`config.mk`:
```
export PLATFORM = sky130hd
export DESIGN_NAME = rd_outfifo
export DESIGN_NICKNAME = d
export VERILOG_FILES = /design/src/rtl/rd_outfifo_pkg.sv /design/src/rtl/rd_outfifo.sv
export SDC_FILE = /design/constraint.sdc
export NUM_CORES = 1
export LEC_CHECK = 0
export CORE_MARGIN = 5
export CORE_UTILIZATION = 55
export DETAILED_ROUTE_END_ITERATION = 6
export PLACE_DENSITY_LB_ADDON = 0.25
export SLEW_MARGIN = 10
export SYNTH_ARGS = -nofsm -noshare
export SYNTH_HDL_FRONTEND = slang
export SYNTH_SLANG_ARGS = --single-unit
```
`constraint.sdc`:
```
create_clock -name clk_108m -period 5.5 [get_ports clk_108m]
set_clock_uncertainty 0.1 [all_clocks]
set_input_delay 1.1 -clock clk_108m [delete_from_list [all_inputs] [get_ports clk_108m]]
set_output_delay 1.1 -clock clk_108m [all_outputs]
set_load 0.01 [all_outputs]
```
`src/rtl/rd_outfifo_pkg.sv`:
```
// rd_outfifo_pkg: state encoding and default geometry for the output FIFO read side.
package rd_outfifo_pkg;
    typedef enum logic [1:0] {
        IDLE = 2'd0,
        LOAD = 2'd1,
        HI   = 2'd2,
        LO   = 2'd3
    } state_e;
    localparam int LINE_WORDS_DEF = 320;
    localparam int CNT_W_DEF      = 10;
endpackage

```
`src/rtl/rd_outfifo.sv`:
```
// rd_outfifo: pops 16-bit FIFO words and serialises them high byte first onto a byte stream with a per-line last flag.
module rd_outfifo
    import rd_outfifo_pkg::*;
#(
    parameter int LINE_WORDS = LINE_WORDS_DEF,
    parameter int CNT_W      = CNT_W_DEF
) (
    input  logic        clk_108m,
    input  logic        rst_n,
    input  logic        out_fifo_empty,
    output logic        out_fifo_rden,
    input  logic [15:0] out_fifo_rdata,
    input  logic        flush,
    output logic [7:0]  dout,
    output logic        dout_valid,
    input  logic        dout_ready,
    output logic        dout_last
);
    localparam logic [CNT_W-1:0] LAST_CNT = CNT_W'(LINE_WORDS - 1);
    state_e           state_q, state_d;
    logic [15:0]      word_buf_q, word_buf_d;
    logic [CNT_W-1:0] wcnt_q, wcnt_d;
    logic [7:0]       dout_q, dout_d;
    logic             rd_req, lo_acc, at_end;
    always_comb begin
        rd_req = ~flush & ~out_fifo_empty & ((state_q == IDLE) | ((state_q == LO) & dout_ready));
        lo_acc = ~flush & (state_q == LO) & dout_ready;
        at_end = wcnt_q == LAST_CNT;
        state_d = flush ? IDLE :
                  state_q == IDLE ? (out_fifo_empty ? IDLE : LOAD) :
                  state_q == LOAD ? HI :
                  state_q == HI   ? (dout_ready ? LO : HI) :
                  dout_ready      ? (out_fifo_empty ? IDLE : LOAD) : LO;
        word_buf_d = ((state_q == LOAD) & ~flush) ? out_fifo_rdata : word_buf_q;
        wcnt_d = flush ? '0 : lo_acc ? (at_end ? '0 : wcnt_q + CNT_W'(1)) : wcnt_q;
        // dout is registered so the stream outputs never see a combinational input path
        dout_d = state_d == HI ? word_buf_d[15:8] :
                 state_d == LO ? word_buf_d[7:0] : dout_q;
    end
    always_ff @(posedge clk_108m or negedge rst_n) begin
        if (!rst_n) begin
            state_q    <= IDLE;
            word_buf_q <= '0;
            wcnt_q     <= '0;
            dout_q     <= '0;
        end else begin
            state_q    <= state_d;
            word_buf_q <= word_buf_d;
            wcnt_q     <= wcnt_d;
            dout_q     <= dout_d;
        end
    end
    assign out_fifo_rden = rst_n & rd_req;
    assign dout          = dout_q;
    assign dout_valid    = (state_q == HI) | (state_q == LO);
    assign dout_last     = (state_q == LO) & at_end;
endmodule

```
Word-level counts from Yosys, hierarchy flattened
Cells that the tools add are included.
{"block": "word_totals", "regBits": 36, "inputBits": 21, "out_inout_bits": 11, "elab_cells": 39}
{"block": "op_classes", "add_sub_neg": 1, "n_eq_ne": 6, "mux": 13, "bitwise_logic": 12, "reduce_logical": 3}
{"op": "10-bit 2-to-1 mux", "n": 3}
{"op": "16-bit 2-to-1 mux", "n": 1}
{"op": "8-bit 2-to-1 mux", "n": 2}
{"op": "10-bit by 1-bit adder with 10-bit output (second input constant)", "n": 1}
{"op": "10-bit by 9-bit equality test with 1-bit output (second input constant)", "n": 1}
{"op": "2-bit 2-to-1 mux", "n": 5}
{"op": "1-bit AND", "n": 8}
{"op": "2-bit equality test (second input constant)", "n": 4}
{"op": "2-bit nonzero test", "n": 2}
{"op": "2-bit by 1-bit equality test with 1-bit output (second input constant)", "n": 1}
{"op": "2-bit zero test", "n": 1}
{"op": "1-bit 2-to-1 mux", "n": 2}
{"op": "1-bit inverter", "n": 2}
{"op": "1-bit OR", "n": 2}

Logic depth before layout (Yosys ltp)
{"block": "logic_depth", "depth_word": 9, "ltp_mapped": 6, "ltp_nobuf": 5}

Least setup slack after synthesis
OpenSTA, ideal clock, no wires.
{"block": "synth_timing", "kind": "input-to-output", "from": "input port dout_ready", "to": "output port out_fifo_rden", "t_arrival_ns": 1.790, "setup_slack_ns": 2.510, "path_stages": 3, "path_buffers": 0, "path_cell_list": "and3_2 -> nor2_1 -> nor4b_1"}
{"block": "synth_between", "elab_chain_cells": 4}
{"element": "from (decl)", "line_no": "rd_outfifo.sv:16", "source": "input logic dout_ready,"}
{"element": "1-bit AND", "line_no": "rd_outfifo.sv:26", "source": "rd_req = ~flush & ~out_fifo_empty & ((state_q == IDLE) | ((state_q == LO) & dout_ready));"}
{"element": "1-bit OR", "line_no": "rd_outfifo.sv:26"}
{"element": "1-bit AND", "line_no": "rd_outfifo.sv:26"}
{"element": "1-bit AND", "line_no": "rd_outfifo.sv:53", "source": "assign out_fifo_rden = rst_n & rd_req;"}
{"element": "to (decl)", "line_no": "rd_outfifo.sv:11", "source": "output logic out_fifo_rden,"}
Every way passes these cells.

Worst setup path after layout
{"block": "layout_timing", "from": "input port rst_n", "to": "output port out_fifo_rden"}
{"block": "layout_between", "elab_chain_cells": 1}
{"element": "from (decl)", "line_no": "rd_outfifo.sv:9", "source": "input logic rst_n,"}
{"element": "1-bit AND", "line_no": "rd_outfifo.sv:53"}
Every way passes these cells.

==> run metrics <==
#FFs+latches synth=36; top_reg_cell synth=dfrtp_1; core area=around 0.0031 mm^2; FF/Latch Area=approximately 900 um^2; RD Place Congestion=roughly 0.86; Die Ht=around 66 um; post-synth top area share=around half; Post-CTS Setup Repair Bufs=0; clock sinks=36; wire per inst=about 15 um; Chip Width=approximately 66 um; pin count of the biggest net entering global routing=38; final non-filler cell total=216; die area=0.00441 mm^2; Crit path top cell by count=clkdlybuf4s50_1; number of top-level pins=32; fin crit share=approximately 74%; Setup crit end kind=output pin; antenna violations before repair=0; area of the multi-input gates=around 740 um^2; ys async rst share=100%; share of cells above drive strength 1=between 10% and 20%; outcome=complete, no violations; TritonCTS Buffers=5; area delta synth->final=19.0%; H-tree level count=2; PostCTS Resize Cnt=0; worst endpoint required time=4.30 ns; sw frac=28.6%; share of power burned in registers=between 50% and 60%; most numerous cell in the Yosys netlist=dfrtp_1; pwr dens=roughly 350 mW/mm^2; Clock Tree Root=clkbuf_4; TritonRoute pass-1 iters=4; top cells by area, synth=dfrtp_1 51%, mux2i_1 9.1%, mux2_4 8.6%, mux2_2 3.9%, xnor2_1 2.5%; nets=slightly below 200; hold buffers post-CTS=0; Top Family by Delay on Critical Path=buffers and inverters; buffers plus inverters on the worst setup path=3; clk_lat worst skew=0.33 ns; Mapped Nets=between 150 and 200; Clock transition at path regs=about 0.09 ns; Ys Warns=0; Cell Area, Synth=between 0.0015 and 0.002 mm^2; CP max-delay cell=clkdlybuf4s50_1; Netlist cell types=28; grt ovf=0; final wirelength=3320 um; vias per cell=around 5.3; Slew headroom=32.9%; setup TNS=0 ns; FMAX=about 0.25 GHz; HP Class=reg -> reg; RSZ-0062 raised after global routing=false; Setup crit start=rst_n; IO buf count=31; Slew Viols, Final=0; Max stage delay on crit path=about 0.59 ns; peak supply drop=between 0.2 and 0.3 mV; Pleak=between 0.9 and 1 nW; Max FO, Critical Path=37; CTS tree=done; initial core utilization=roughly 57%; Psw=approximately 210 uW; Hold Startpoint=word_buf_q[13]; crit start category=input pin; Worst Tran Pin Value=roughly 1 ns; worst setup path class=in -> out; hpwl dp=around 2400 um; Synth area leader=dfrtp_1; final core utilization=approximately two thirds; worst flop-to-flop path startpoint=state_q[0]; post-route ant nets=0; power share of the clock group=16.3%; # DRC=0; DP Cell Count=211; Seq/Total Area, Yosys=51.4%; count of final hold-check violations=0; Final Critical Period=between 4 and 5 ns; Max-Cap Viols=0; Site Rows=20; Syn Inst Count=between 100 and 150; Total GRT Usage=between 10% and 20%; Synth Area per Inst=12.3 um^2; Critical Path AT=between 2 and 3 ns; vias in the first global route=between 1k and 1.5k; Final setup viols=0; worst path cell trace=clkdlybuf4s50_1, buf_4, nor4b_1, clkdlybuf4s50_1; number of synthesized flops with an enable pin=0; global-route wire length before repair=5580 um; worst-case clock buffer depth=2; fillcell total=235; combinational group share of total power=about a third; ant diodes=0; P_int=525 uW; First DRT Iteration DRCs=between 40 and 50; Synth top cells by count=36 x dfrtp_1, 16 x mux2i_1, 11 x nor2_1; DR vias=between 1k and 1.5k
[placed cells by master (no fill, tap or decap), drive strengths merged, types with 2 or more instances in the layout]
cell type      netlist  layout
nor3b                3       3
nor4                 2       2
mux2                16      16
clkbuf               1       5
nand4                4       4
o21bai               2       2
nand2                6       6
nor3                 2       2
nor2                11      11
inv                  9       9
a21oi                4       4
nand3                6       6
dfrtp               36      36
clkdlybuf4s50        0      31
xor2                 2       2
nor4b                3       3
mux2i               16      16
and3                 3       3
xnor2                5       5
a31oi                2       2
[layout make-up]
cell class / count / area share [%]
Clock buffer: 5 / 1.80
Inverter: 9 / 1.62
Multi-Input combinational cell: 90 / 35.5
Sequential cell: 36 / 43.2
Tap cell: 44 / 2.64
Timing Repair Buffer: 32 / 15.2
[metrics by stage]
| step | hold WS, ns | area (um^2) | setup WS, ns | total power, mW |
|---|---|---|---|---|
| after global routing | 0.417 | 2080 | 1.27 | 0.778 |
| after floorplan | 0.367 | 1750 | 2.51 | 0.515 |
| final | 0.404 | 2080 | 1.45 | 0.734 |
| after detailed placement | 0.384 | 2050 | 1.43 | 0.622 |
| after CTS | 0.405 | 2080 | 1.40 | 0.743 |
| after global placement | 0.376 | 2050 | 1.46 | 0.606 |
[sequential cells by signal (all words and copies together) (netlist names)]
register and count:
wcnt_q 10, word_buf_q 16, state_q 2, dout 8
[layer usage]
layer  GRT usage [%]  vias to the layer above  wire length, um
li1                -                      555                -
met1            20.1                      563             1460
met2            28.6                       18             1670
met3            4.93                        7              133
met4            6.09                        0               47
met5               0                        -                0
[power by group through the flow]
stage | Clock (mW) | Combinational (mW) | Sequential, mW
detailed placement | 0 | 0.245 | 0.377
finish | 0.120 | 0.243 | 0.372
floorplan | 0 | 0.134 | 0.380
CTS | 0.124 | 0.247 | 0.372
global route | 0.135 | 0.265 | 0.379
global placement | 0 | 0.232 | 0.374
[path summary, 6_finish.rpt]
check | endpoint | cells after the start | slack [ns]
max | out_fifo_rden | 4 | 1.45
min | word_buf_q[13] | 1 | 0.40
max reg2reg | dout[2] | 4 | 3.14
min reg2reg | word_buf_q[13] | 1 | 0.40
max in group asynchronous | dout[1] | 2 | 3.88
min in group asynchronous | wcnt_q[0] | 2 | 1.09
[worst reg2reg max path: stages (launching register included)]
cell	delay [ns]
dfrtp_1	0.50
nor3b_4	0.88
mux2_2	0.44
mux2i_1	0.18
mux2i_1	0.11
[cells by family (layout without fill, tap and decap cells)]
kind of cell             Yosys count  in the layout  synth area share (%)
adder cells (fa/ha/maj)            1              1                 0.714
buffers and inverters             16             46                  6.64
AO/OA/AOI/OAI                      9              9                  3.00
XOR/XNOR                           7              7                  3.50
AND/OR/NAND/NOR                   41             41                  13.1
flip-flops                        36             36                  51.4
multiplexers                      32             32                  21.6
No activity file was read; power rests on OpenSTA's default activity.
